**src/rtl/as2650_extbus.sv**
```systemverilog
// External-bus sequencer between the AS2650 core and the pad ring: registered
// address/data, programmable and external wait states, optional muxed A/D bus.
module as2650_extbus #(
  parameter int ADDR_W = 13,
  parameter int DATA_W = 8,
  parameter int WAIT_W = 4,
  parameter int TO_W   = 6,
  parameter int MUXED  = 0
) (
  input  logic              wb_clk_i,
  input  logic              wb_rst_n,
  input  logic              core_opreq,
  input  logic              core_rw,
  input  logic              core_m_io,
  input  logic [ADDR_W-1:0] core_adr,
  input  logic [DATA_W-1:0] core_dout,
  output logic [DATA_W-1:0] core_din,
  output logic              core_operack,
  input  logic [WAIT_W-1:0] cfg_wait,
  output logic              bus_err,
  output logic              busy,
  output logic [ADDR_W-1:0] io_adr,
  output logic              io_m_io,
  input  logic [DATA_W-1:0] io_dbus_in,
  output logic [DATA_W-1:0] io_dbus_out,
  output logic [DATA_W-1:0] io_oeb,
  output logic              io_ale,
  output logic              io_rd_n,
  output logic              io_wr_n,
  input  logic              io_wait,
  output logic [2:0]        dbg_state_o
);

  // Handshake: core_opreq is held high by the core until core_operack; a
  // request is accepted only in IDLE, core_operack pulses for one cycle in
  // ACK, and the core must drop or renew core_opreq during that ACK cycle.

  typedef enum logic [2:0] {
    S_IDLE   = 3'd0,
    S_ADDR   = 3'd1,
    S_STROBE = 3'd2,
    S_HOLD   = 3'd3,
    S_ACK    = 3'd4
  } state_e;

  state_e              state_q, state_d;
  logic [WAIT_W-1:0]   wcnt_q, wcnt_d;
  logic [TO_W-1:0]     to_q, to_d;
  logic                rw_q, rw_d;
  logic                mio_q, mio_d;
  logic [ADDR_W-1:0]   adr_q, adr_d;
  logic [DATA_W-1:0]   dout_q, dout_d;
  logic [DATA_W-1:0]   din_q, din_d;
  logic                err_q, err_d;

  // Pad-facing flops, decoded from the next state so that every pad pin is a
  // register output aligned with the state it belongs to.
  logic                rd_n_q, rd_n_d;
  logic                wr_n_q, wr_n_d;
  logic                ale_q, ale_d;
  logic [DATA_W-1:0]   oeb_q, oeb_d;
  logic [DATA_W-1:0]   dbus_q, dbus_d;
  logic                ack_q, ack_d;

  always_comb begin
    state_d = state_q;
    wcnt_d  = wcnt_q;
    to_d    = to_q;
    rw_d    = rw_q;
    mio_d   = mio_q;
    adr_d   = adr_q;
    dout_d  = dout_q;
    din_d   = din_q;
    err_d   = err_q;

    case (state_q)
      S_IDLE: begin
        if (core_opreq) begin
          rw_d    = core_rw;
          mio_d   = core_m_io;
          adr_d   = core_adr;
          dout_d  = core_dout;
          wcnt_d  = cfg_wait;
          to_d    = '0;
          err_d   = 1'b0;
          state_d = S_ADDR;
        end
      end
      S_ADDR: state_d = S_STROBE;
      S_STROBE: begin
        if (wcnt_q != '0) begin
          wcnt_d = wcnt_q - WAIT_W'(1);
        end else if (!io_wait) begin
          if (!rw_q) din_d = io_dbus_in;
          state_d = S_HOLD;
        end else if (to_q == '1) begin
          // External device never released wait: abandon the cycle.
          err_d = 1'b1;
          if (!rw_q) din_d = '1;
          state_d = S_HOLD;
        end else begin
          to_d = to_q + TO_W'(1);
        end
      end
      S_HOLD:  state_d = S_ACK;
      S_ACK:   state_d = S_IDLE;
      default: state_d = S_IDLE;
    endcase
  end

  always_comb begin
    rd_n_d = !(state_d == S_STROBE && !rw_d);
    wr_n_d = !(state_d == S_STROBE && rw_d);
    ale_d  = (MUXED != 0) && (state_d == S_ADDR);
    ack_d  = (state_d == S_ACK);
    oeb_d  = '1;
    dbus_d = dbus_q;
    case (state_d)
      S_ADDR: begin
        if (MUXED != 0) begin
          oeb_d  = '0;
          dbus_d = adr_d[DATA_W-1:0];
        end
      end
      // Write data stays on the bus through HOLD for hold time after wr_n rises.
      S_STROBE, S_HOLD: begin
        if (rw_d) begin
          oeb_d  = '0;
          dbus_d = dout_d;
        end
      end
      default: ;
    endcase
  end

  always_ff @(posedge wb_clk_i or negedge wb_rst_n) begin
    if (!wb_rst_n) begin
      state_q <= S_IDLE;
      wcnt_q  <= '0;
      to_q    <= '0;
      rw_q    <= 1'b0;
      mio_q   <= 1'b0;
      adr_q   <= '0;
      dout_q  <= '0;
      din_q   <= '0;
      err_q   <= 1'b0;
      rd_n_q  <= 1'b1;
      wr_n_q  <= 1'b1;
      ale_q   <= 1'b0;
      oeb_q   <= '1;
      dbus_q  <= '0;
      ack_q   <= 1'b0;
    end else begin
      state_q <= state_d;
      wcnt_q  <= wcnt_d;
      to_q    <= to_d;
      rw_q    <= rw_d;
      mio_q   <= mio_d;
      adr_q   <= adr_d;
      dout_q  <= dout_d;
      din_q   <= din_d;
      err_q   <= err_d;
      rd_n_q  <= rd_n_d;
      wr_n_q  <= wr_n_d;
      ale_q   <= ale_d;
      oeb_q   <= oeb_d;
      dbus_q  <= dbus_d;
      ack_q   <= ack_d;
    end
  end

  assign core_din     = din_q;
  assign core_operack = ack_q;
  assign bus_err      = err_q;
  assign busy         = (state_q != S_IDLE);
  assign io_adr       = adr_q;
  assign io_m_io      = mio_q;
  assign io_dbus_out  = dbus_q;
  assign io_oeb       = oeb_q;
  assign io_ale       = ale_q;
  assign io_rd_n      = rd_n_q;
  assign io_wr_n      = wr_n_q;
  assign dbg_state_o  = state_q;

endmodule
```
**config.mk**
```make
export PLATFORM = sky130hd
export DESIGN_NAME = as2650_extbus
export DESIGN_NICKNAME = d
export VERILOG_FILES = /design/src/rtl/as2650_extbus.sv
export SDC_FILE = /design/constraint.sdc
export NUM_CORES = 1
export LEC_CHECK = 0
export BUFFER_PORTS_ARGS = -buffer_cell sky130_fd_sc_hd__buf_2
export CAP_MARGIN = 20
export CORE_MARGIN = 8
export CORE_UTILIZATION = 50
export CTS_CLUSTER_DIAMETER = 60
export DETAILED_ROUTE_END_ITERATION = 8
export PLACE_DENSITY = 0.81
export SYNTH_ARGS = -nofsm -noshare
export SYNTH_HDL_FRONTEND = slang
export SYNTH_SLANG_ARGS = --single-unit
```
**constraint.sdc**
```tcl
create_clock -name wb_clk_i -period 3.1 [get_ports wb_clk_i]
set_clock_uncertainty 0.2 [all_clocks]
set_input_delay 0.775 -clock wb_clk_i [delete_from_list [all_inputs] [get_ports wb_clk_i]]
set_output_delay 0.775 -clock wb_clk_i [all_outputs]
set_load 0.03 [all_outputs]
```
# --- Yosys cells after proc, flatten, opt, wreduce, memory -nomap -nowiden ---
# Cells that the tools add are included.
# W data, S select, Z words.
classes:
  eq_ne: 16
  reduce_logical: 16
  n_bitwise: 1
  muxes: 28
  add_sub_neg: 2
ops:
  columns: ["op", "n"]
  rows:
  - ["$mux W8", 8]
  - ["$mux W6", 4]
  - ["$ne A2 B2 Y1 const B", 8]
  - ["$reduce_and A5 Y1", 3]
  - ["$eq A3 B2 Y1 const B", 4]
  - ["$mux W3", 4]
  - ["$pmux W3 S4", 1]
  - ["$pmux W6 S2", 1]
  - ["$mux W4", 2]
  - ["$pmux W4 S2", 1]
  - ["$add A6 B1 Y6 const B", 1]
  - ["$eq A6 B6 Y1 const B", 1]
  - ["$mux W1", 6]
  - ["$reduce_and A2 Y1", 2]
  - ["$reduce_bool A4 Y1", 1]
  - ["$sub A4 B1 Y4 const B", 1]
  - ["$eq A3 B1 Y1 const B", 1]
  - ["$eq A3 B3 Y1 const B", 1]
  - ["$logic_not A1 Y1", 3]
  - ["$logic_not A3 Y1", 1]
  - ["$reduce_and A3 Y1", 1]
  - ["$reduce_bool A3 Y1", 1]
  - ["$logic_and A1 B1 Y1", 2]
  - ["$ne A2 B1 Y1 const B", 1]
  - ["4 further kinds", 4]
totals:
  ff_bits: 64
  elab_cells: 77
  out_inout_bits: 47

# --- Depth between registers and ports, before layout ---
# Gate-level depths: netlist of the first run.
depth:
  depth_word: 8
  mapped_depth: 7
  ltp_nobuf: 6

# --- Worst setup path after synthesis of the first run ---
# Ideal clock, no wire load.
synth_timing:
  path_type: "flip-flop to flip-flop"
  from: "reg state_q[2] (netlist: dbg_state_o[2])"
  to: "reg to_q[5]"
  t_required_ps: 2775
  t_arrival_ps: 1836
  path_stages_with_launch: 7
  path_slack_ps: 939
  setup_time_ps: 125
  cell_sequence: "dfrtp_1 buf_6 or2_4 or3_1 buf_2 nand4_1 mux2_2"
synth_between:
  elab_chain_cells: 3
  word_cells_on_any_way: 9
synth_rtl:
  columns: ["item", "line_no", "text"]
  rows:
  - ["start, declared", "46", "state_e state_q, state_d;"]
  - ["start signal, assigned", "154", "state_q <= state_d;"]
  - ["$eq A3 B2 Y1 or $logic_not A3 Y1 (tied branches)", "76", "case (state_q)"]
  - ["$ne A2 B2 Y1 (no line) or $reduce_bool A2 Y1 (tied branches)", null, null]
  - ["$reduce_and A5 Y1 (no line)", null, null]
  - ["end signal, assigned", "156", "to_q <= to_d;"]
  - ["end, declared", "48", "logic [TO_W-1:0] to_q, to_d;"]
# Several ways; a longest one is shown, not always the timed one.
# A chain may end at the register's enable or synchronous reset.

# --- Worst setup path in the final report of the first run ---
layout_timing:
  from: "reg state_q[2] (netlist: dbg_state_o[2])"
  to: "out busy"
layout_between:
  elab_chain_cells: 1
layout_rtl:
  columns: ["item", "line_no", "text"]
  rows:
  - ["$reduce_bool A3 Y1", "175", "assign busy = (state_q != S_IDLE);"]
  - ["end, declared", "21", "output logic busy,"]
# No other way between the ends.

==> results of run 1 <==
-- logic make-up (layout without fill, tap and decap cells) --
logic type,Yosys count,count (layout),synth area share [%]
flops,57,57,56.7
simple gates,43,43,10.8
compound gates,32,32,9.72
mux,32,32,14.3
buf+inv,25,111,6.55
fa+ha+maj,3,3,1.49
other cells,1,1,0.149
xor+xnor,1,1,0.347
-- cell type report --
| class | instances | area [um2] | area share [%] |
|---|---|---|---|
| inverters | 8 | 30.0 | 0.947 |
| repair buffers | 87 | 455 | 14.4 |
| clock buffers | 12 | 165 | 5.21 |
| well taps | 70 | 87.6 | 2.76 |
| multi-input cells | 112 | 927 | 29.3 |
| flip-flops and latches | 57 | 1430 | 45.1 |
| clock inverters | 4 | 73.8 | 2.33 |
-- placed cells by master (no fill, tap or decap), drive strengths merged, types with 5 or more instances in the layout --
cell type	n
buf	87
dfrtp	54
mux2	32
clkbuf	12
nor2	9
inv	8
o22a	8
nand2	8
a21oi	6
nand4	5
nor3	5
-- state kept, by name, summed over array words and instances (netlist names) --
register,flops
core_operack,1
core_din,8
io_dbus_out,8
io_adr,13
to_q,6
bus_err,1
dout_q,8
io_m_io,1
rw_q,1
io_rd_n,1
io_oeb,1
wcnt_q,4
io_wr_n,1
dbg_state_o,3
-- power by group --
part	leakage, nW	internal (mW)	switching [mW]	total (mW)
Sequential	0.677	1.08	0.213	1.29
Clock	0.123	0.518	0.288	0.806
Combinational	0.651	0.639	1.05	1.69
-- metal layers --
layer	global-route usage, %	part of all wire (%)
met1	18.0	42
met2	22.1	46
met3	9.25	11
met4	6.10	1.2
met5	0	0
-- critical path: stages (launching register included) --
cell	delay (ns)
dfrtp_1	0.53
or3_1	0.41
buf_2	0.18
-- metrics by stage --
stage,total power [mW],cell area (um2)
floorplan,2.61,2520
global route,4.01,3170
finish,3.79,3170
global placement,2.96,2930
detailed placement,3.01,2930
CTS,3.83,3170
-- worst paths after layout --
check / from / endpoint / slack [ns] / depth (start not counted)
worst min-delay path: wb_rst_n / io_adr[6] / 0.27 / 1
worst max register to register: wcnt_q[0] / core_din[1] / 0.80 / 6
min in group wb_clk_i: core_din[2] / core_din[2] / 0.29 / 1
max in group asynchronous: wb_rst_n / io_oeb[6] / 1.78 / 2
worst min register to register: core_din[2] / core_din[2] / 0.29 / 1
worst max-delay path: dbg_state_o[2] / busy / 0.67 / 2
==> impl_metrics.tcl, run 1 <==
set metrics [dict create \
    status "complete, no violations" \
    drc 0 \
    stdcell_count 350 \
    cts_resized 0 \
    grt_pass1_wl_um 9030 \
    worst_setup_path_end_kind "output port" \
    nFillCells 393 \
    grt_pass1_vias 1904 \
    ys_warn_count 0 \
    relSlewSlack_pct 55.7 \
    worst-slew-pin-transition_ns 0.664 \
    crit_type "reg -> out" \
    post-route-min-period_ns 2.43 \
    dieArea_um2 7570 \
    overflow 0 \
    slew_viol_final 0 \
    yosysTopAreaCellShare_pct 53.6 \
    p_per_area_nw_per_um2 1200 \
    first_pass_iters 4 \
    hold_class "in -> async" \
    synth_seq_cells 57 \
    synth_fp_nets 236 \
    critPathMaxFanout 10 \
    peakVddDrop_uv 739 \
    synth_edf_count 0 \
    synth_top_cells_by_count "dfrtp_1 (54), mux2_2 (32), buf_4 (10)" \
    port_buffers 84 \
    period_share_pct 78.3 \
    die_y_um 87.0 \
    synth.area.top_cells "dfrtp_1 (54%), mux2_2 (14%), dfstp_2 (3.1%)" \
    clock-sinks 57 \
    vias_per_cell 5.11 \
    hold_violations 0 \
    worst_slack_ns 0.672 \
    layout-drive-gt1-share_pct 52.5 \
    synth.largest_area_cell "dfrtp_1" \
    rsz0062_at_grt "false" \
    maxCapViolCount 0 \
    clock_path_buffers 2 \
    max_freq_mhz 412 \
    synth-seq-area-share_pct 56.7 \
    antenna_left 0 \
    cts_hold_buf 0 \
    drt-initial-drc-count 85 \
    cts_max_level 3 \
    ys_types 40 \
    coreArea_um2 4980 \
    dp_cells 334 \
    clockRootBuffer "clkbuf_8" \
    dp_hpwl_um 4060 \
    hold_slack_ns 0.274 \
    grt_antenna_before_repair 0 \
    path_clk_slew_ns 0.07 \
    syn2layout_area_growth_pct 25.6 \
    start_kind "register" \
    power.leakage_nw 1.45 \
    synthCells 194 \
    worstPathArrival_ns 1.45 \
    synth_area_per_cell_um2 13.0 \
    utilization_pct 63.7 \
    rows 26 \
    gp_congestion 0.748 \
    diodes 0 \
    finalSetupTns_ns 0 \
    drt_wl_total_um 5420 \
    wire_per_inst_um 15.5 \
    numCtsBuffers 9 \
    grtUsageTotal_pct 15.3 \
    critPathRequiredTime_ns 2.12 \
    cts_setup_buffers 0 \
    synth_ff_type "dfrtp_1" \
    initial_core_util_pct 50.7 \
    post-place-ws_ns 0.726 \
    setup_viol 0 \
    async_flop_share_pct 100 \
    clkLatencyLatePin_ns 0.33 \
    synth_most_common_cell "dfrtp_1" \
    tritoncts "yes" \
    syn_area_um2 2520 \
    grt_max_degree 30 \
    vias 1788 \
    fin_nets 317 \
    die_w_um 87.0 \
    num_io_pins 86 \
]
(Power assumes the default switching activity.)
==> inputs of run 2 (changes only) <==
- CORE_UTILIZATION: 50 -> 45
- PLACE_DENSITY: 0.81 -> 0.77
- clock period: 3.1 -> 1.98 ns (I/O delays scaled with it)
==> run 2 against run 1 <==
The flow now finishes with violations (setup timing); die area increased by 9.0%; first-iteration DRC count decreased by 33%; count of clock-buffer cells in the layout decreased by 3; routed wire length increased by 11%; critical path type unchanged; non-clock buffer count increased by 32; flip-flop and latch count unchanged.
==> impl_metrics.tcl, run 2 (same netlist as run 1, synthesis figures left out) <==
set metrics [dict create \
    vias_per_cell 4.97 \
    rows 27 \
    peakVddDrop_uv 1170 \
    hp-start "core_adr[11]" \
    worst_slack_ns -0.0996 \
    clkLatencyLatePin_ns 0.33 \
    clock_path_buffers 2 \
    nFillCells 437 \
    hold_slack_ns 0.191 \
    path_clk_slew_ns 0.07 \
    period_share_pct 105 \
    grt_max_degree 58 \
    hold_violations 0 \
    maxCapViolCount 0 \
    holdPathEnd "io_adr[11]" \
    slowest_stage "dfrtp_2" \
    vias 1908 \
    initial_core_util_pct 46.1 \
    holdPathStages 2 \
    status "finished with violations" \
    crit_chain "buf_6 -> or3_4 -> buf_6" \
    grt_antenna_before_repair 0 \
    cts_max_level 3 \
    final_cell_mix "buf_2 (83), dfrtp_1 (51), buf_4 (22)" \
    critPathMaxFanout 2 \
    fin_nets 349 \
    rr_worst_depth 5 \
    rr_startpoint "dbg_state_o[0]" \
    drc 0 \
    worst_setup_path_end_kind "output port" \
    max_freq_mhz 481 \
    layout-drive-gt1-share_pct 59.9 \
    grt_pass1_wl_um 9890 \
    start_kind "register" \
    worstPathArrival_ns 1.38 \
    grt_pass1_vias 2129 \
    overflow 0 \
    dieArea_um2 8260 \
    slowest_delay_ns 0.42 \
    diodes 0 \
    crit_top_cell "buf_6" \
    hold_class "in -> reg" \
    rsz0062_at_grt "true" \
    largest_register_ffs 13 \
    clock-sinks 57 \
    tritoncts "yes" \
    reg2reg_to "io_rd_n" \
    wire_per_inst_um 15.6 \
    setup_viol 7 \
    dp_cells 353 \
    coreArea_um2 5470 \
    violations "setup timing" \
    slew_viol_final 0 \
    die_w_um 90.9 \
    num_io_pins 86 \
    power.leakage_nw 1.65 \
    post-route-min-period_ns 2.08 \
    clockRootBuffer "clkbuf_8" \
    p_per_area_nw_per_um2 1800 \
    grtUsageTotal_pct 14.8 \
    die_y_um 90.9 \
    critPathRequiredTime_ns 1.28 \
    first_pass_iters 4 \
    stdcell_count 384 \
    antenna_left 0 \
    numCtsBuffers 9 \
    dp_hpwl_um 4190 \
    final_common_cell "buf_2" \
    syn2layout_area_growth_pct 38.4 \
    port_buffers 84 \
    rrSetupSlack_ns -0.09 \
    gp_congestion 0.795 \
    drt_wl_total_um 6010 \
    crit_type "reg -> out" \
    drt-initial-drc-count 57 \
]
-- run 2: cell count changes in the layout (fill, tap and decap cells not counted), moves of 11 or more --
cell    change
buf_4      +20
buf_6      +11
mux2_2     -12
mux2_4     +12
-- run 2: worst max-delay path by stage --
stage,startpoint,to,depth (start not counted)
6_report,dbg_state_o[0],busy,3
2_1_floorplan,dbg_state_o[1],io_rd_n,4
3_3_place_gp,core_opreq,io_dbus_out[7],5
3_5_place_dp,core_opreq,io_dbus_out[7],5
5_1_grt,dbg_state_o[0],io_rd_n,5
4_1_cts,dbg_state_o[0],busy,3
-- run 2: final cells by class --
type	count	area (um2)	share of cell area (%)
repair buffers	119	754	21.6
clock inverters	7	46.3	1.33
inverters	8	30.0	0.860
well taps	72	90.1	2.58
flip-flops and latches	57	1430	41.1
multi-input cells	112	1010	29.0
clock buffers	9	124	3.55
-- run 2: per-layer routing --
metal	GRT usage (%)	wire (um)	vias up
li1	-	-	910
met3	6.57	468	7
met4	5.73	68	0
met1	17.1	2700	927
met5	0	0	-
met2	23.4	2780	64
-- run 2: worst max-delay path: cells and delay by family (launching register included) --
kind | cells | cell delay (ns)
and+or+nand+nor | 1 | 0.37
DFF | 1 | 0.42
buffers and inverters | 2 | 0.26
-- run 2: per-stage QoR --
stage / total power, mW / setup TNS (ns) / cell area (um2) / worst slack, ns / utilization, %
2_1_floorplan: 4.12 / -1.13 / 2550 / -0.0856 / -
3_3_place_gp: 4.83 / -0.390 / 3080 / -0.0506 / 56.2
3_5_place_dp: 4.93 / -0.730 / 3080 / -0.103 / 56.2
4_1_cts: 6.14 / -0.344 / 3400 / -0.102 / 62.2
5_1_grt: 6.65 / -0.943 / 3490 / -0.144 / 63.8
6_report: 6.27 / -0.275 / 3490 / -0.0996 / 63.8
-- run 2: what timing repair did --
action | in CTS | in global routing
pin swaps | 3 | 6
hold buffers | 1 | 0
endpoints found under the hold margin | 54 | 0
gates cloned | 1 | 0
endpoints found under the setup margin | 9 | 32
gates resized for setup | 21 | 13
setup buffers | 8 | 5
-- run 2: power by group --
group | internal [mW] | switching, mW | total (mW)
registers | 1.70 | 0.297 | 1.99
clock network | 0.450 | 0.488 | 0.938
logic | 1.49 | 1.85 | 3.34
==> inputs of run 3 (changes only) <==
- ABC_AREA: default -> 1
- PLACE_DENSITY: 0.77 -> 0.76
==> run 3 against run 2 <==
Sequential share of layout area up 2.2 points; final area down 5.4%; routed wire length up 7.5%; via count grew 22%; the flow now finishes without violations; count of clock-buffer cells in the layout is 3 higher; register-to-register slack gained 0.30 ns; flip-flop and latch count unchanged; worst setup slack improved by 0.23 ns.
==> impl_metrics.tcl, run 3 <==
set metrics [dict create \
    hold_violations 0 \
    ys_warn_count 0 \
    worst_slack_ns 0.128 \
    drt-initial-drc-count 105 \
    setup_viol 0 \
    cts_max_level 3 \
    synth.largest_area_cell "dfrtp_1" \
    synthCells 316 \
    rsz0062_at_grt "false" \
    hold_class "in -> reg" \
    fin_area_um2 3300 \
    start_kind "register" \
    dp_hpwl_um 4830 \
    clock-sinks 57 \
    critPathRequiredTime_ns 1.28 \
    initial_core_util_pct 47.1 \
    antenna_left 0 \
    synth_edf_count 0 \
    clkLatencyLatePin_ns 0.34 \
    crit_type "reg -> out" \
    syn2layout_area_growth_pct 26.6 \
    synth_area_per_cell_um2 8.26 \
    max_freq_mhz 540 \
    status "complete, no violations" \
    drt_wl_total_um 6460 \
    grt_pass1_vias 2453 \
    drc 0 \
    yosysTopAreaCellShare_pct 51.8 \
    hold_slack_ns 0.152 \
    overflow 0 \
    num_io_pins 86 \
    worst_setup_path_end_kind "output port" \
    synth-seq-area-share_pct 54.8 \
    numCtsBuffers 9 \
    rows 27 \
    largest_register_ffs 13 \
    synth.area.top_cells "dfrtp_1 (52%), nand2_1 (21%), nand3_1 (4.2%)" \
    fin_nets 445 \
    grtUsageTotal_pct 16.2 \
    synth_top_cells_by_count "nand2_1 (146), dfrtp_1 (54), nand3_1 (22)" \
    async_flop_share_pct 100 \
    crit_chain "nor2_4 -> nand2_1 -> buf_2" \
    synth_seq_cells 57 \
    diodes 0 \
    gp_congestion 0.838 \
    final_common_cell "nand2_1" \
    final_cell_mix "nand2_1 (146), buf_2 (84), dfrtp_1 (54)" \
    die_w_um 92.1 \
    clock_path_buffers 2 \
    synth_most_common_cell "nand2_1" \
    slowest_stage "dfrtp_1" \
    tritoncts "yes" \
    port_buffers 84 \
    vias_per_cell 4.84 \
    vias 2324 \
    slew_viol_final 0 \
    die_y_um 92.1 \
    synth_fp_nets 358 \
    worstPathArrival_ns 1.16 \
    layout-drive-gt1-share_pct 32.8 \
    post-place-ws_ns 0.135 \
    first_pass_iters 4 \
    grt_max_degree 24 \
    cts_setup_buffers 0 \
    peakVddDrop_uv 990 \
    crit_buf_inv 1 \
    grt_antenna_before_repair 0 \
    critPathMaxFanout 3 \
    period_share_pct 93.5 \
    clockRootBuffer "clkbuf_8" \
    ys_types 26 \
    maxCapViolCount 0 \
    p_per_area_nw_per_um2 1740 \
    coreArea_um2 5540 \
    slowest_delay_ns 0.42 \
    dieArea_um2 8490 \
    cpLargestDelayFamily "flip-flops" \
    placed_cell_area_um2 3090 \
    post-route-min-period_ns 1.85 \
    power.leakage_nw 1.85 \
    synth_ff_type "dfrtp_1" \
    wire_per_inst_um 13.5 \
    syn_area_um2 2610 \
    path_clk_slew_ns 0.07 \
    grt_pass1_wl_um 11100 \
    finalSetupTns_ns 0 \
]
run 3: report_power, final:
part           switching [mW]  internal (mW)
combinational            2.00          0.801
sequential              0.260           1.65
clock                   0.477          0.554
run 3: kinds of logic after synthesis:
family | after synthesis | synth area share (%)
fa+ha+maj | 3 | 1.44
buf+inv | 37 | 7.48
compound gates | 9 | 1.87
xor+xnor | 1 | 0.336
flops | 57 | 54.8
other cells | 1 | 0.144
simple gates | 208 | 33.9
run 3: final cells by class:
cell class | instances | area [um2]
Clock buffer | 12 | 165
Clock inverter | 4 | 26.3
Fill cell | 497 | 2240
Inverter | 18 | 67.6
Multi-Input combinational cell | 222 | 993
Sequential cell | 57 | 1430
Tap cell | 72 | 90.1
Timing Repair Buffer | 95 | 531
run 3: through the flow:
step / util [%] / cells / power (mW)
after detailed placement: 55.8 / 463 / 4.75
after global placement: 55.8 / 463 / 4.67
after floorplan: - / 316 / 3.98
after CTS: 59.4 / 480 / 5.80
final: 59.6 / 480 / 5.75
after global routing: 59.6 / 480 / 6.19
run 3: worst paths after layout:
path | end | from | cells after the start | slack (ns)
setup reg to reg | core_din[6] | to_q[0] | 8 | 0.21
setup / recovery | busy | dbg_state_o[2] | 3 | 0.13
min in group asynchronous | core_operack | wb_rst_n | 2 | 0.41
hold / removal | io_adr[0] | core_adr[0] | 3 | 0.15
hold reg to reg | io_dbus_out[3] | io_dbus_out[3] | 2 | 0.27
max in group asynchronous | io_oeb[6] | wb_rst_n | 3 | 0.64
run 3: what timing repair did:
| item | 4_1_cts | 5_1_grt |
|---|---|---|
| setup endpoints to repair | 0 | 9 |
| hold endpoints to repair | 13 | 0 |
| gates resized for setup | 0 | 2 |
| hold buffers | 1 | 0 |
run 3: per-layer routing:
| layer | global-route usage (%) | up-vias | routed length, um |
|---|---|---|---|
| li1 | - | 1155 | - |
| met1 | 18.9 | 1085 | 2800 |
| met2 | 26.3 | 77 | 3110 |
| met3 | 6.19 | 7 | 490 |
| met4 | 6.17 | 0 | 54 |
| met5 | 0 | - | 0 |
run 3: worst reg2reg max path, delay by kind of cell, from the launching register on:
family	cells	cell delay [ns]
fa+ha+maj	1	0.19
flops	1	0.40
simple gates	7	0.89
